--- src/rtl/col_merge_pkg.sv ---
// Shared types and helpers for the col_merge_arb capture-and-merge stage.
package col_merge_pkg;

    localparam int unsigned OVF_CNT_W  = 16;
    localparam int unsigned COL_W_MAX  = 4;   // enough for COLS up to 16
    localparam int unsigned DATA_W_MAX = 32;

    // Column/data pair held in the output register; users slice to their widths.
    typedef struct packed {
        logic [COL_W_MAX-1:0]  col;
        logic [DATA_W_MAX-1:0] data;
    } col_word_t;

    // Never returns 0, so a column index is always at least one bit wide.
    function automatic int unsigned clog2_min1(input int unsigned n);
        return (n > 2) ? $clog2(n) : 1;
    endfunction

endpackage

--- src/rtl/col_fifo.sv ---
// Single-column synchronous FIFO. A push while full is dropped and flagged on drop,
// even when a pop happens in the same cycle.
module col_fifo #(
    parameter int unsigned DATA_W = 2,
    parameter int unsigned DEPTH  = 4
) (
    input  logic              clk,
    input  logic              rstb,
    input  logic              push,
    input  logic              pop,
    input  logic [DATA_W-1:0] wdata,
    output logic [DATA_W-1:0] rdata,
    output logic              empty,
    output logic              full,
    output logic              drop
);

    localparam int unsigned PW = $clog2(DEPTH);
    localparam int unsigned CW = PW + 1;

    logic [PW-1:0]     wr_ptr_q, wr_ptr_d;
    logic [PW-1:0]     rd_ptr_q, rd_ptr_d;
    logic [CW-1:0]     count_q, count_d;
    logic [DATA_W-1:0] mem_q [DEPTH];
    logic              wr_en, rd_en;

    assign empty = (count_q == '0);
    assign full  = (count_q == CW'(DEPTH));
    assign drop  = push & full;
    assign wr_en = push & ~full;
    assign rd_en = pop & ~empty;
    assign rdata = mem_q[rd_ptr_q];

    always_comb begin
        wr_ptr_d = wr_ptr_q;
        rd_ptr_d = rd_ptr_q;
        count_d  = count_q;
        if (wr_en) begin
            wr_ptr_d = wr_ptr_q + 1'b1;
        end
        if (rd_en) begin
            rd_ptr_d = rd_ptr_q + 1'b1;
        end
        unique case ({wr_en, rd_en})
            2'b10:   count_d = count_q + 1'b1;
            2'b01:   count_d = count_q - 1'b1;
            default: count_d = count_q;
        endcase
    end

    always_ff @(posedge clk or negedge rstb) begin
        if (!rstb) begin
            wr_ptr_q <= '0;
            rd_ptr_q <= '0;
            count_q  <= '0;
        end else begin
            wr_ptr_q <= wr_ptr_d;
            rd_ptr_q <= rd_ptr_d;
            count_q  <= count_d;
        end
    end

    always_ff @(posedge clk) begin
        if (wr_en) begin
            mem_q[wr_ptr_q] <= wdata;
        end
    end

endmodule

--- src/rtl/col_merge_arb.sv ---
// Per-column FIFO capture merged round-robin onto one valid/ready stream (DATA_W up to 32).
// Define COL_MERGE_OVF_CNT_EN to add saturating per-column drop counters on ovf_cnt.
module col_merge_arb
    import col_merge_pkg::*;
#(
    parameter int unsigned COLS   = 4,
    parameter int unsigned DATA_W = 2,
    parameter int unsigned DEPTH  = 4
) (
    input  logic                              clk,
    input  logic                              rstb,
    input  logic [COLS-1:0]                   ival,
    input  logic [COLS-1:0][DATA_W-1:0]       idata,
    output logic                              ovalid,
    output logic [DATA_W-1:0]                 odata,
    output logic [clog2_min1(COLS)-1:0]       ocol,
    input  logic                              oready,
    output logic [COLS-1:0]                   ofull,
    output logic [COLS-1:0]                   ovf,
    input  logic                              ovf_clr
`ifdef COL_MERGE_OVF_CNT_EN
    ,
    output logic [COLS-1:0][OVF_CNT_W-1:0]    ovf_cnt
`endif
);

    localparam int unsigned CW = clog2_min1(COLS);

    logic [COLS-1:0]   fifo_empty, fifo_full, fifo_drop, fifo_pop;
    logic [DATA_W-1:0] fifo_rdata [COLS];

    for (genvar c = 0; c < COLS; c++) begin : g_col
        col_fifo #(
            .DATA_W(DATA_W),
            .DEPTH (DEPTH)
        ) u_fifo (
            .clk  (clk),
            .rstb (rstb),
            .push (ival[c]),
            .pop  (fifo_pop[c]),
            .wdata(idata[c]),
            .rdata(fifo_rdata[c]),
            .empty(fifo_empty[c]),
            .full (fifo_full[c]),
            .drop (fifo_drop[c])
        );
    end

    logic              load, gnt_found;
    logic [CW-1:0]     gnt_idx, scan_idx;
    logic [DATA_W-1:0] gnt_data;
    int unsigned       scan;
    logic [CW-1:0]     last_grant_q, last_grant_d;
    col_word_t         out_q, out_d;
    logic              ovalid_q, ovalid_d;

    // Round-robin scan starting just after the last granted column.
    always_comb begin
        load      = ~ovalid_q | oready;
        gnt_found = 1'b0;
        gnt_idx   = last_grant_q;
        scan      = 0;
        scan_idx  = '0;
        for (int unsigned i = 1; i <= COLS; i++) begin
            scan = 32'(last_grant_q) + i;
            if (scan >= COLS) begin
                scan = scan - COLS;
            end
            scan_idx = CW'(scan);
            if (!gnt_found && !fifo_empty[scan_idx]) begin
                gnt_found = 1'b1;
                gnt_idx   = scan_idx;
            end
        end
        gnt_data = fifo_rdata[gnt_idx];
    end

    always_comb begin
        fifo_pop     = '0;
        out_d        = out_q;
        ovalid_d     = ovalid_q;
        last_grant_d = last_grant_q;
        if (load) begin
            ovalid_d = gnt_found;
            if (gnt_found) begin
                fifo_pop[gnt_idx] = 1'b1;
                out_d             = '0;
                out_d.col         = COL_W_MAX'(gnt_idx);
                out_d.data        = DATA_W_MAX'(gnt_data);
                last_grant_d      = gnt_idx;
            end
        end
    end

    always_ff @(posedge clk or negedge rstb) begin
        if (!rstb) begin
            out_q        <= '0;
            ovalid_q     <= 1'b0;
            last_grant_q <= CW'(COLS - 1);
        end else begin
            out_q        <= out_d;
            ovalid_q     <= ovalid_d;
            last_grant_q <= last_grant_d;
        end
    end

    logic unused_out_bits;
    assign unused_out_bits = ^out_q;

    assign ovalid = ovalid_q;
    assign odata  = out_q.data[DATA_W-1:0];
    assign ocol   = out_q.col[CW-1:0];
    assign ofull  = fifo_full;

    // A clear wins over a drop in the same cycle.
    logic [COLS-1:0] ovf_q, ovf_d;

    always_comb begin
        ovf_d = ovf_clr ? '0 : (ovf_q | fifo_drop);
    end

    always_ff @(posedge clk or negedge rstb) begin
        if (!rstb) begin
            ovf_q <= '0;
        end else begin
            ovf_q <= ovf_d;
        end
    end

    assign ovf = ovf_q;

`ifdef COL_MERGE_OVF_CNT_EN
    logic [COLS-1:0][OVF_CNT_W-1:0] cnt_q, cnt_d;

    always_comb begin
        cnt_d = cnt_q;
        for (int unsigned c = 0; c < COLS; c++) begin
            if (ovf_clr) begin
                cnt_d[c] = '0;
            end else if (fifo_drop[c] && (cnt_q[c] != '1)) begin
                cnt_d[c] = cnt_q[c] + 1'b1;
            end
        end
    end

    always_ff @(posedge clk or negedge rstb) begin
        if (!rstb) begin
            cnt_q <= '0;
        end else begin
            cnt_q <= cnt_d;
        end
    end

    assign ovf_cnt = cnt_q;
`endif

endmodule

--- config.mk ---
export PLATFORM = sky130hd
export DESIGN_NAME = col_merge_arb
export DESIGN_NICKNAME = d
export VERILOG_FILES = /design/src/rtl/col_merge_pkg.sv /design/src/rtl/col_fifo.sv /design/src/rtl/col_merge_arb.sv
export SDC_FILE = /design/constraint.sdc
export NUM_CORES = 1
export LEC_CHECK = 0
export ABC_AREA = 1
export ABC_CLOCK_PERIOD_IN_PS = 2700
export CAP_MARGIN = 0
export CORE_AREA = 2 2 89 91
export DETAILED_ROUTE_END_ITERATION = 6
export DIE_AREA = 0 0 91 93
export GPL_ROUTABILITY_DRIVEN = 0
export PLACE_DENSITY_LB_ADDON = 0.05
export SLEW_MARGIN = 30
export SYNTH_ARGS = -nofsm -noshare
export SYNTH_HDL_FRONTEND = slang
export SYNTH_SLANG_ARGS = --single-unit
--- constraint.sdc ---
create_clock -name clk -period 2.7 [get_ports clk]
set_input_delay 0.27 -clock clk [delete_from_list [all_inputs] [get_ports clk]]
set_output_delay 0.27 -clock clk [all_outputs]
set_load 0.05 [all_outputs]
==> results.tsv <==
stage	metric	value	unit
setup_path	arrival	3.05	ns
routing	dr.first_iter.drc_count	140	
layout	final_util	0.643	
synthesis	syn_area	3850	um2
synthesis	synth_mux_area_frac	0	
power	intPower	3.70	mW
sta	setup_ws	-0.119	ns
sta	min_period	2.82	ns
routing	firstDrtPassIters	4	
routing	wl	7380	um
placement	postPlaceCellArea	4390	um2
routing	dr_total_vias	2769	
setup_path	ff2ff_setup_slack	-0.12	ns
floorplanning	die_x	91	um
clocking	cts.clk_slew.worst_paths	0.07	ns
synthesis	synth-simple-area-share	0.222	
floorplanning	rows	32	
placement	port_buffers	28	
clocking	tritoncts	done	
synthesis	ys_ff_latch	71	
synthesis	ys_warn_count	0	
synthesis	syn_nets	437	
power	power.combinational.fraction	0.596	
clocking	clock-root-buffer	clkbuf_8	
sta	setup_viol	4	
clocking	htree_levels	3	
routing	wl_per_cell	13.0	um
clocking	clkSinkCount	71	
synthesis	yosysUniqueCellTypes	29	
setup_path	ff2ff_path_depth	18	
layout	area_growth	25.7	%
synthesis	syn_inst	397	
floorplanning	die_h	93	um
synthesis	synth_xor_area_frac	0.0409	
sta	relSlewSlack	0.649	
power	p_sw	3.02	mW
sta	max_freq	355	MHz
global_route	grt_pass1_vias	2635	
synthesis	synth_compound_area_frac	0.0692	
global_route	track_usage	0.183	
setup_path	cp_max_fo	8	
setup_path	startpoint_type	flip-flop	
routing	drt_drc_violations_left	0	
clocking	cts_buffer_depth	2	
sta	worst_pin_slew	0.526	ns
clocking	numCtsBuffers	9	
floorplanning	start_util	0.512	
global_route	grt_overflow	0	
power	ir_drop	0.000804	V
run_status	violations	setup timing	
power	total_power	6.72	mW
layout	nNetsFinal	501	
setup_path	crit_path_end_kind	flip-flop	
global_route	grt_first_pass_wirelength	11900	um
clocking	clock_latency	0.34	ns
setup_path	reg2reg_from	last_grant_q[0]	
layout	n_antenna_cell	0	
power	power_leakage	2.19	nW
power	clockPowerShare	0.128	
sta	post-route-period-util	1.04	
synthesis	post_synth_fa_ha_maj_area_fraction	0.0857	
placement	hpwlAfterDp	5210	um
flow_run	drv_cap	0	
sta	slew_viol_final	0	
power	powerDensity	1390	nW/um2
setup_path	critPathCapture	g_col[2].u_fifo.count_q[2]	
synthesis	ys_seq_area_frac	0.503	
global_route	grt_max_degree	40	
run_status	run_status	finished with violations	
floorplanning	core	7530	um2
synthesis	synth_top_family_by_area	simple AND/OR/NAND/NOR gates	
power	switching_share	0.449	
min_path	hp-class	input port to asynchronous set/reset pin	
global_route	antenna_found_initial	0	
sta	rsz0062_at_grt	yes	
setup_path	r2r-end	g_col[2].u_fifo.count_q[2]	
layout	design_area	4840	um2
setup_path	worstSetupStartpoint	last_grant_q[0]	
floorplanning	die_area	8460	um2
setup_path	cp.required	2.93	ns
synthesis	synth.avg_cell_area	9.70	um2
layout	layout_common_cells	nand2_1, inv_1, dfrtp_1	
sta	finalSetupTns	-0.356	ns
routing	antenna_left	0	
sta	clock_skew	0.00781	ns
layout	final_common_cell	nand2_1	
power	seqPwrFrac	0.277	
sta	hold_viol	0	
layout	drive_above_1_share	0.255	
setup_path	criticalPathCategory	flip-flop to flip-flop	
floorplanning	io_pins	29	
routing	routed_via_density	4.88	
Yosys cell counts:
master	n	area (um2)
o21ai_0	11	55.1
a32o_1	8	80.1
ha_1	20	250
nor2_1	22	82.6
edfxtp_1	32	961
nand2_1	86	323
nand2_2	6	37.5
a21oi_1	21	105
buf_6	1	11.3
dfrtp_1	37	926
clkbuf_1	2	7.51
nand2_4	9	101
nand3_1	25	125
nand3_2	7	70.1
nand4_1	1	6.26
a31oi_1	1	6.26
buf_4	4	30.0
dfstp_2	2	52.6
nor2_8	1	20.0
inv_2	5	18.8
nor2_2	5	31.3
clkinv_4	1	8.76
inv_1	60	225
nand3_4	2	35.0
nand4_2	2	25.0
xnor2_1	8	70.1
xor2_1	10	87.6
fa_1	4	80.1
o21ai_1	4	20.0
layout make-up:
class                           count  area, um2
Timing Repair Buffer               60        520
Tap cell                          102        128
Sequential cell                    71       1940
Clock inverter                      4       43.8
Clock buffer                       12        155
Fill cell                         649       2680
Inverter                           66        260
Multi-Input combinational cell    253       1800
per-stage QoR:
stage	setup slack (ns)	cells	hold WS [ns]
floorplan	0.0467	397	-0.0256
global placement	-0.0448	545	0.458
detailed placement	-0.0905	545	0.460
CTS	-0.0508	563	0.0847
global route	-0.243	568	0.489
finish	-0.119	568	0.442
worst max-delay path: stages (launching register included):
cell and delay, ns:
dfstp_2 0.66, clkinv_4 0.17, nand2_4 0.10, nand2_4 0.08, nand3_2 0.10, nand2_4 0.07, nand3_4 0.12, inv_2 0.05
nand2_2 0.07, nand2_4 0.09, nor2_8 0.14, nand2_4 0.07, inv_4 0.06, ha_4 0.14, inv_4 0.04, fa_2 0.38
a21oi_2 0.13, o21ai_1 0.08, xor2_1 0.14
power by group through the flow:
| stage | Combinational (mW) | Sequential, mW | Clock (mW) |
|---|---|---|---|
| final | 4.00 | 1.86 | 0.857 |
| after CTS | 3.60 | 1.86 | 0.876 |
| after global placement | 3.38 | 1.86 | 0 |
| after detailed placement | 3.43 | 1.87 | 0 |
| after floorplan | 2.39 | 1.93 | 0 |
| after global routing | 4.43 | 1.92 | 0.912 |
logic make-up (layout without fill, tap and decap cells):
group | count (synthesis) | in the layout
AOI/OAI and AO/OA | 45 | 45
buffers and inverters | 73 | 142
and+or+nand+nor | 166 | 166
adders and majority gates | 24 | 24
xor gates and xnor gates | 18 | 18
DFF | 71 | 71
repair_timing:
item                                   in CTS  in global routing
endpoints found under the hold margin       0                 37
hold buffers                                0                  1
gates resized for setup                    15                 44
buffers inserted                            2                  4
pin swaps                                   4                 16
setup endpoints to repair                   4                  8
how the worst min path moves through the flow:
stage          start                           to  slack (ns)  depth (start not counted)
2_1_floorplan   rstb   g_col[0].u_fifo.count_q[0]       -0.03                          0
3_3_place_gp    rstb  g_col[1].u_fifo.rd_ptr_q[0]        0.46                          1
3_5_place_dp    rstb  g_col[1].u_fifo.rd_ptr_q[1]        0.46                          1
4_1_cts         rstb  g_col[1].u_fifo.rd_ptr_q[1]        0.08                          1
5_1_grt         rstb  g_col[1].u_fifo.rd_ptr_q[1]        0.49                          2
6_report        rstb  g_col[1].u_fifo.rd_ptr_q[1]        0.44                          2
registers in the layout, summed over array words and instances (netlist names):
| name | flops |
|---|---|
| odata | 2 |
| last_grant_q | 2 |
| g_col.u_fifo.count_q | 12 |
| g_col.u_fifo.mem_q | 32 |
| ovf | 4 |
| ocol | 2 |
| ovalid | 1 |
| g_col.u_fifo.wr_ptr_q | 8 |
| g_col.u_fifo.rd_ptr_q | 8 |
metal layers:
metal	global-route usage	up-vias	part of all wire
li1	-	1407	-
met3	0.0419	9	0.032
met5	0	-	0
met4	0.0871	0	0.020
met1	0.227	1310	0.45
met2	0.304	43	0.50
(Power assumes the default switching activity.)
